--- src/rtl/wm_cycle_controller.sv ---
// Washing-machine sequencing FSM: drives the phase timer state bus and
// decodes actuator enables. Optional watchdog enabled by WM_WATCHDOG_EN.
module wm_cycle_controller #(
    parameter int MIN_DWELL      = 1,
    parameter int CNT_W          = 4,
    parameter int TIMEOUT_CYCLES = 15
) (
    input  logic       clock,
    input  logic       reset_n,
    input  logic       start,
    input  logic       cancel,
    input  logic       door_closed,
    input  logic       sig_full,
    input  logic       sig_temperature,
    input  logic       sig_completed,
    output logic [2:0] state,
    output logic       door_lock,
    output logic       water_valve,
    output logic       heater,
    output logic       motor_on,
    output logic       motor_fast,
    output logic       drain_valve,
    output logic       done,
    output logic       fault
);

    localparam logic [2:0] S_IDLE  = 3'd0;
    localparam logic [2:0] S_CHECK = 3'd1;
    localparam logic [2:0] S_FILL  = 3'd2;
    localparam logic [2:0] S_HEAT  = 3'd3;
    localparam logic [2:0] S_WASH  = 3'd4;
    localparam logic [2:0] S_RINSE = 3'd5;
    localparam logic [2:0] S_SPIN  = 3'd6;
    localparam logic [2:0] S_DONE  = 3'd7;

    localparam logic [CNT_W-1:0] DWELL   = CNT_W'(MIN_DWELL);
    localparam logic [CNT_W-1:0] TMO     = CNT_W'(TIMEOUT_CYCLES);
    localparam logic [CNT_W-1:0] CNT_MAX = {CNT_W{1'b1}};

`ifdef WM_WATCHDOG_EN
    localparam bit WD_EN = 1'b1;
`else
    localparam bit WD_EN = 1'b0;
`endif

    logic [2:0]       state_q;
    logic [2:0]       state_d;
    logic [CNT_W-1:0] phase_cnt;
    logic             fault_q;
    logic             fault_d;
    logic             phase_flag;
    logic             timed;
    logic             dwell_ok;
    logic             timeout;

    // Completion flag that the current timed phase is waiting on.
    always_comb begin
        phase_flag = 1'b0;
        timed      = 1'b0;
        case (state_q)
            S_FILL: begin
                phase_flag = sig_full;
                timed      = 1'b1;
            end
            S_HEAT: begin
                phase_flag = sig_temperature;
                timed      = 1'b1;
            end
            S_WASH, S_RINSE, S_SPIN: begin
                phase_flag = sig_completed;
                timed      = 1'b1;
            end
            default: begin
                phase_flag = 1'b0;
                timed      = 1'b0;
            end
        endcase
    end

    assign dwell_ok = (phase_cnt >= DWELL);
    assign timeout  = WD_EN && timed && !phase_flag && (phase_cnt >= TMO);

    always_comb begin
        state_d = state_q;
        fault_d = fault_q;
        case (state_q)
            S_IDLE: begin
                if (start) begin
                    state_d = S_CHECK;
                    fault_d = 1'b0;
                end
            end
            S_CHECK: begin
                if (cancel) begin
                    state_d = S_IDLE;
                end else if (door_closed) begin
                    state_d = S_FILL;
                end
            end
            S_FILL, S_HEAT, S_WASH, S_RINSE, S_SPIN: begin
                if (cancel) begin
                    state_d = S_IDLE;
                end else if (!door_closed || timeout) begin
                    state_d = S_IDLE;
                    fault_d = 1'b1;
                end else if (dwell_ok && phase_flag) begin
                    // Phase encodings are consecutive, SPIN+1 is DONE.
                    state_d = state_q + 3'd1;
                end
            end
            S_DONE: begin
                if (!door_closed) begin
                    state_d = S_IDLE;
                end
            end
            default: begin
                state_d = S_IDLE;
            end
        endcase
    end

    always_ff @(posedge clock or negedge reset_n) begin
        if (!reset_n) begin
            state_q   <= S_IDLE;
            fault_q   <= 1'b0;
            phase_cnt <= '0;
        end else begin
            state_q <= state_d;
            fault_q <= fault_d;
            if (state_d != state_q) begin
                phase_cnt <= '0;
            end else if (phase_cnt != CNT_MAX) begin
                phase_cnt <= phase_cnt + 1'b1;
            end
        end
    end

    always_comb begin
        door_lock   = 1'b0;
        water_valve = 1'b0;
        heater      = 1'b0;
        motor_on    = 1'b0;
        motor_fast  = 1'b0;
        drain_valve = 1'b0;
        done        = 1'b0;
        case (state_q)
            S_CHECK: door_lock = 1'b1;
            S_FILL: begin
                door_lock   = 1'b1;
                water_valve = 1'b1;
            end
            S_HEAT: begin
                door_lock = 1'b1;
                heater    = 1'b1;
            end
            S_WASH: begin
                door_lock = 1'b1;
                motor_on  = 1'b1;
            end
            S_RINSE: begin
                door_lock   = 1'b1;
                motor_on    = 1'b1;
                drain_valve = 1'b1;
            end
            S_SPIN: begin
                door_lock   = 1'b1;
                motor_on    = 1'b1;
                motor_fast  = 1'b1;
                drain_valve = 1'b1;
            end
            S_DONE: done = 1'b1;
            default: begin
                door_lock = 1'b0;
            end
        endcase
    end

    assign state = state_q;
    assign fault = fault_q;

endmodule

--- config.mk ---
export PLATFORM = sky130hd
export DESIGN_NAME = wm_cycle_controller
export DESIGN_NICKNAME = d
export VERILOG_FILES = /design/src/rtl/wm_cycle_controller.sv
export SDC_FILE = /design/constraint.sdc
export NUM_CORES = 1
export LEC_CHECK = 0
export ABC_AREA = 0
export CORE_ASPECT_RATIO = 1.75
export CORE_MARGIN = 2
export CORE_UTILIZATION = 35
export DETAILED_ROUTE_END_ITERATION = 12
export DONT_BUFFER_PORTS = 1
export PLACE_DENSITY = 0.58
export SKIP_LAST_GASP = 1
export SYNTH_ARGS = -nofsm -noshare
export SYNTH_HDL_FRONTEND = slang
export SYNTH_SLANG_ARGS = --single-unit
--- constraint.sdc ---
create_clock -name clock -period 2.1 [get_ports clock]
set_clock_uncertainty 0.15 [all_clocks]
set_input_delay 0.42 -clock clock [delete_from_list [all_inputs] [get_ports clock]]
set_output_delay 0.42 -clock clock [all_outputs]
set_load 0.02 [all_outputs]
==> impl_metrics.toml <==
[yosys]
synth_top_area_share_pct = 23.5
synth_common_cells = "nor2_1, ha_1, a21oi_1, dfrtp_1"
synth_area_leaders = "dfrtp_1, ha_1, nor2_1"
avgSynthCellArea_um2 = 8.37
syn_nets = 119
synth_most_common_cell = "nor2_1"
synth_edf_count = 0
synth_warnings = 0
synth_cell_types = 38
seq_area_frac_synth_pct = 23.5
synth_ff_type = "dfrtp_1"
async_flop_share_pct = 100
synthCells = 102
syn_area_um2 = 853
synth_top_area_cell = "dfrtp_1"
ys_seq_elements = 8

[timing]
finalCritPeriodShare_pct = 100
holdWs_ns = 0.136
worst_slack_ns = -0.00791
setup_viol = 2
timing.fmax_mhz = 474
maxSlewHeadroom_pct = 72.7
period_minus_slack_ns = 2.11
hold_viol = 0
slew_violations = 0
tightest_slew_ns = 0.409
rsz0062_at_grt = "true"

[finish]
diodes = 0
regArea_um2 = 204
area_delta_synth_final_pct = 50.1
fillers = 213
multi_input_area_um2 = 761
fin_nets = 148
drive_above_1_share_pct = 42.3
final_core_util_pct = 55.7

[critical_path]
rrSetupSlack_ns = -0.008
crit_chain = "buf_4, or3_4, nor4b_4, o31ai_2, o2111ai_2, nor3_2"
path_max_fanout = 7
r2r_cells = 6
r2r_start = "state[1]"
crit_arrival_ns = 2.10
crit_buf_inv = 1
crit_type = "reg -> reg"
end_kind = "register"
critical_path.max_stage_delay_ns = 0.45
crit_slowest_cell = "dfrtp_2"
crit_family = "simple AND/OR/NAND/NOR gates"
crit_required_ns = 2.09
r2r_end = "phase_cnt[2]"
startpoint_type = "register"
crit_start = "state[1]"

[cts]
cts_buffers = 3
path_clk_slew_ns = 0.05
htreeDepth = 1
clk_latency_ns = 0.24
clock_path_buffers = 2
clock_sinks = 8
cts_tree = "built"
cts_root_buf = "clkbuf_8"

[grt]
antenna_found_initial = 0
overflow = 0
grt_pass1_vias = 902
grt_pass1_wl_um = 3910
grt_usage_pct = 19.5
grt_max_degree = 15

[floorplanning]
io_pins = 19
start_util_pct = 37.1
dieHeight_um = 69.3
die_area_um2 = 2860
num_rows = 23
die_w_um = 41.3
core_area_um2 = 2300

[drt]
avgRoutedWirePerCell_um = 17.5
routed_via_density = 5.94
drcViolationCount = 0
wl_um = 2710
met3_wirelength_um = 152
met1_length_um = 944
wl_met2_um = 1540
first_iter_violations = 28
via_count = 920
routed.top_layer = "met4"
ant_nets = 0
firstDrtPassIters = 6

[power]
power_density_nw_per_um2 = 1210
peakVddDrop_uv = 689
power_mw = 1.55
p_leak_nw = 0.523

[hold_path]
worstHoldStart = "start"
hold_path_depth = 1
holdCritPathClass = "in -> reg"
holdPathEnd = "fault"

[placed_design]
gp_congestion = 0.925
dp_worst_setup_slack_ns = -0.0230
port-buffer-count = 0
place_hpwl_um = 1970

[status]
violations = "setup timing"
status = "finished, violations left"

[job]
max_cap_violations = 0
## repair_timing
action | CTS | global route
hold endpoints to repair | 8 | 0
buffers inserted | 1 | 4
gates resized for setup | 2 | 24
setup endpoints to repair | 3 | 7
pin swaps | 1 | 7
hold buffers | 1 | 0
## power breakdown
part | internal (mW) | total, mW | switching (mW)
sequential | 0.207 | 0.291 | 0.0837
combinational | 0.518 | 1.06 | 0.540
clock | 0.132 | 0.201 | 0.0690
## sequential cells by signal (all words and copies together) (netlist names)
signal and flops:
state 3, phase_cnt 4, fault 1
## worst max-delay path by stage
stage	endpoint	slack, ns	cells past startpoint
floorplan	phase_cnt[2]	0.01	8
global placement	state[0]	0.01	7
detailed placement	phase_cnt[3]	-0.02	7
CTS	phase_cnt[3]	-0.001	7
global route	phase_cnt[2]	-0.13	7
finish	phase_cnt[2]	-0.008	6
## cells by family (layout without fill, tap and decap cells)
| family | Yosys count | in the layout | synth area share (%) |
|---|---|---|---|
| AOI/OAI and AO/OA | 26 | 26 | 22.7 |
| xor gates and xnor gates | 1 | 1 | 1.03 |
| adders and majority gates | 9 | 9 | 13.2 |
| buffers and inverters | 10 | 38 | 5.42 |
| DFF | 8 | 8 | 23.5 |
| muxes | 1 | 1 | 1.17 |
| and+or+nand+nor | 47 | 47 | 33.0 |
## routing by layer
| metal | up-vias | global-route usage, % |
|---|---|---|
| met3 | 6 | 4.81 |
| met5 | - | 0 |
| met1 | 445 | 19.0 |
| met2 | 38 | 32.1 |
| met4 | 0 | 13.6 |
| li1 | 431 | - |
## through the flow
step,area (um2),instances,setup TNS (ns)
final,1280,155,-0.0111
after global routing,1280,155,-0.452
after CTS,1110,151,-0.00127
after detailed placement,1050,145,-0.0230
after global placement,1050,145,0
after floorplan,880,102,0
## area by class of cell
cell class                      instances  share of cell area, %
Tap cell                               25                   2.44
Multi-Input combinational cell         84                   59.4
Clock buffer                            4                   3.52
Timing Repair Buffer                   27                   16.3
Sequential cell                         8                   15.9
Inverter                                7                   2.44
## cells in the final DEF (no fill, tap or decap), types with 4 or more instances in the layout
cell,synthesis,layout
a21oi_1,8,7
buf_4,0,25
dfrtp_1,8,5
ha_1,9,5
ha_4,0,4
inv_1,7,5
nand2_1,7,7
nand3b_1,4,4
nor2_1,12,11
No activity file was read; power rests on OpenSTA's default activity.
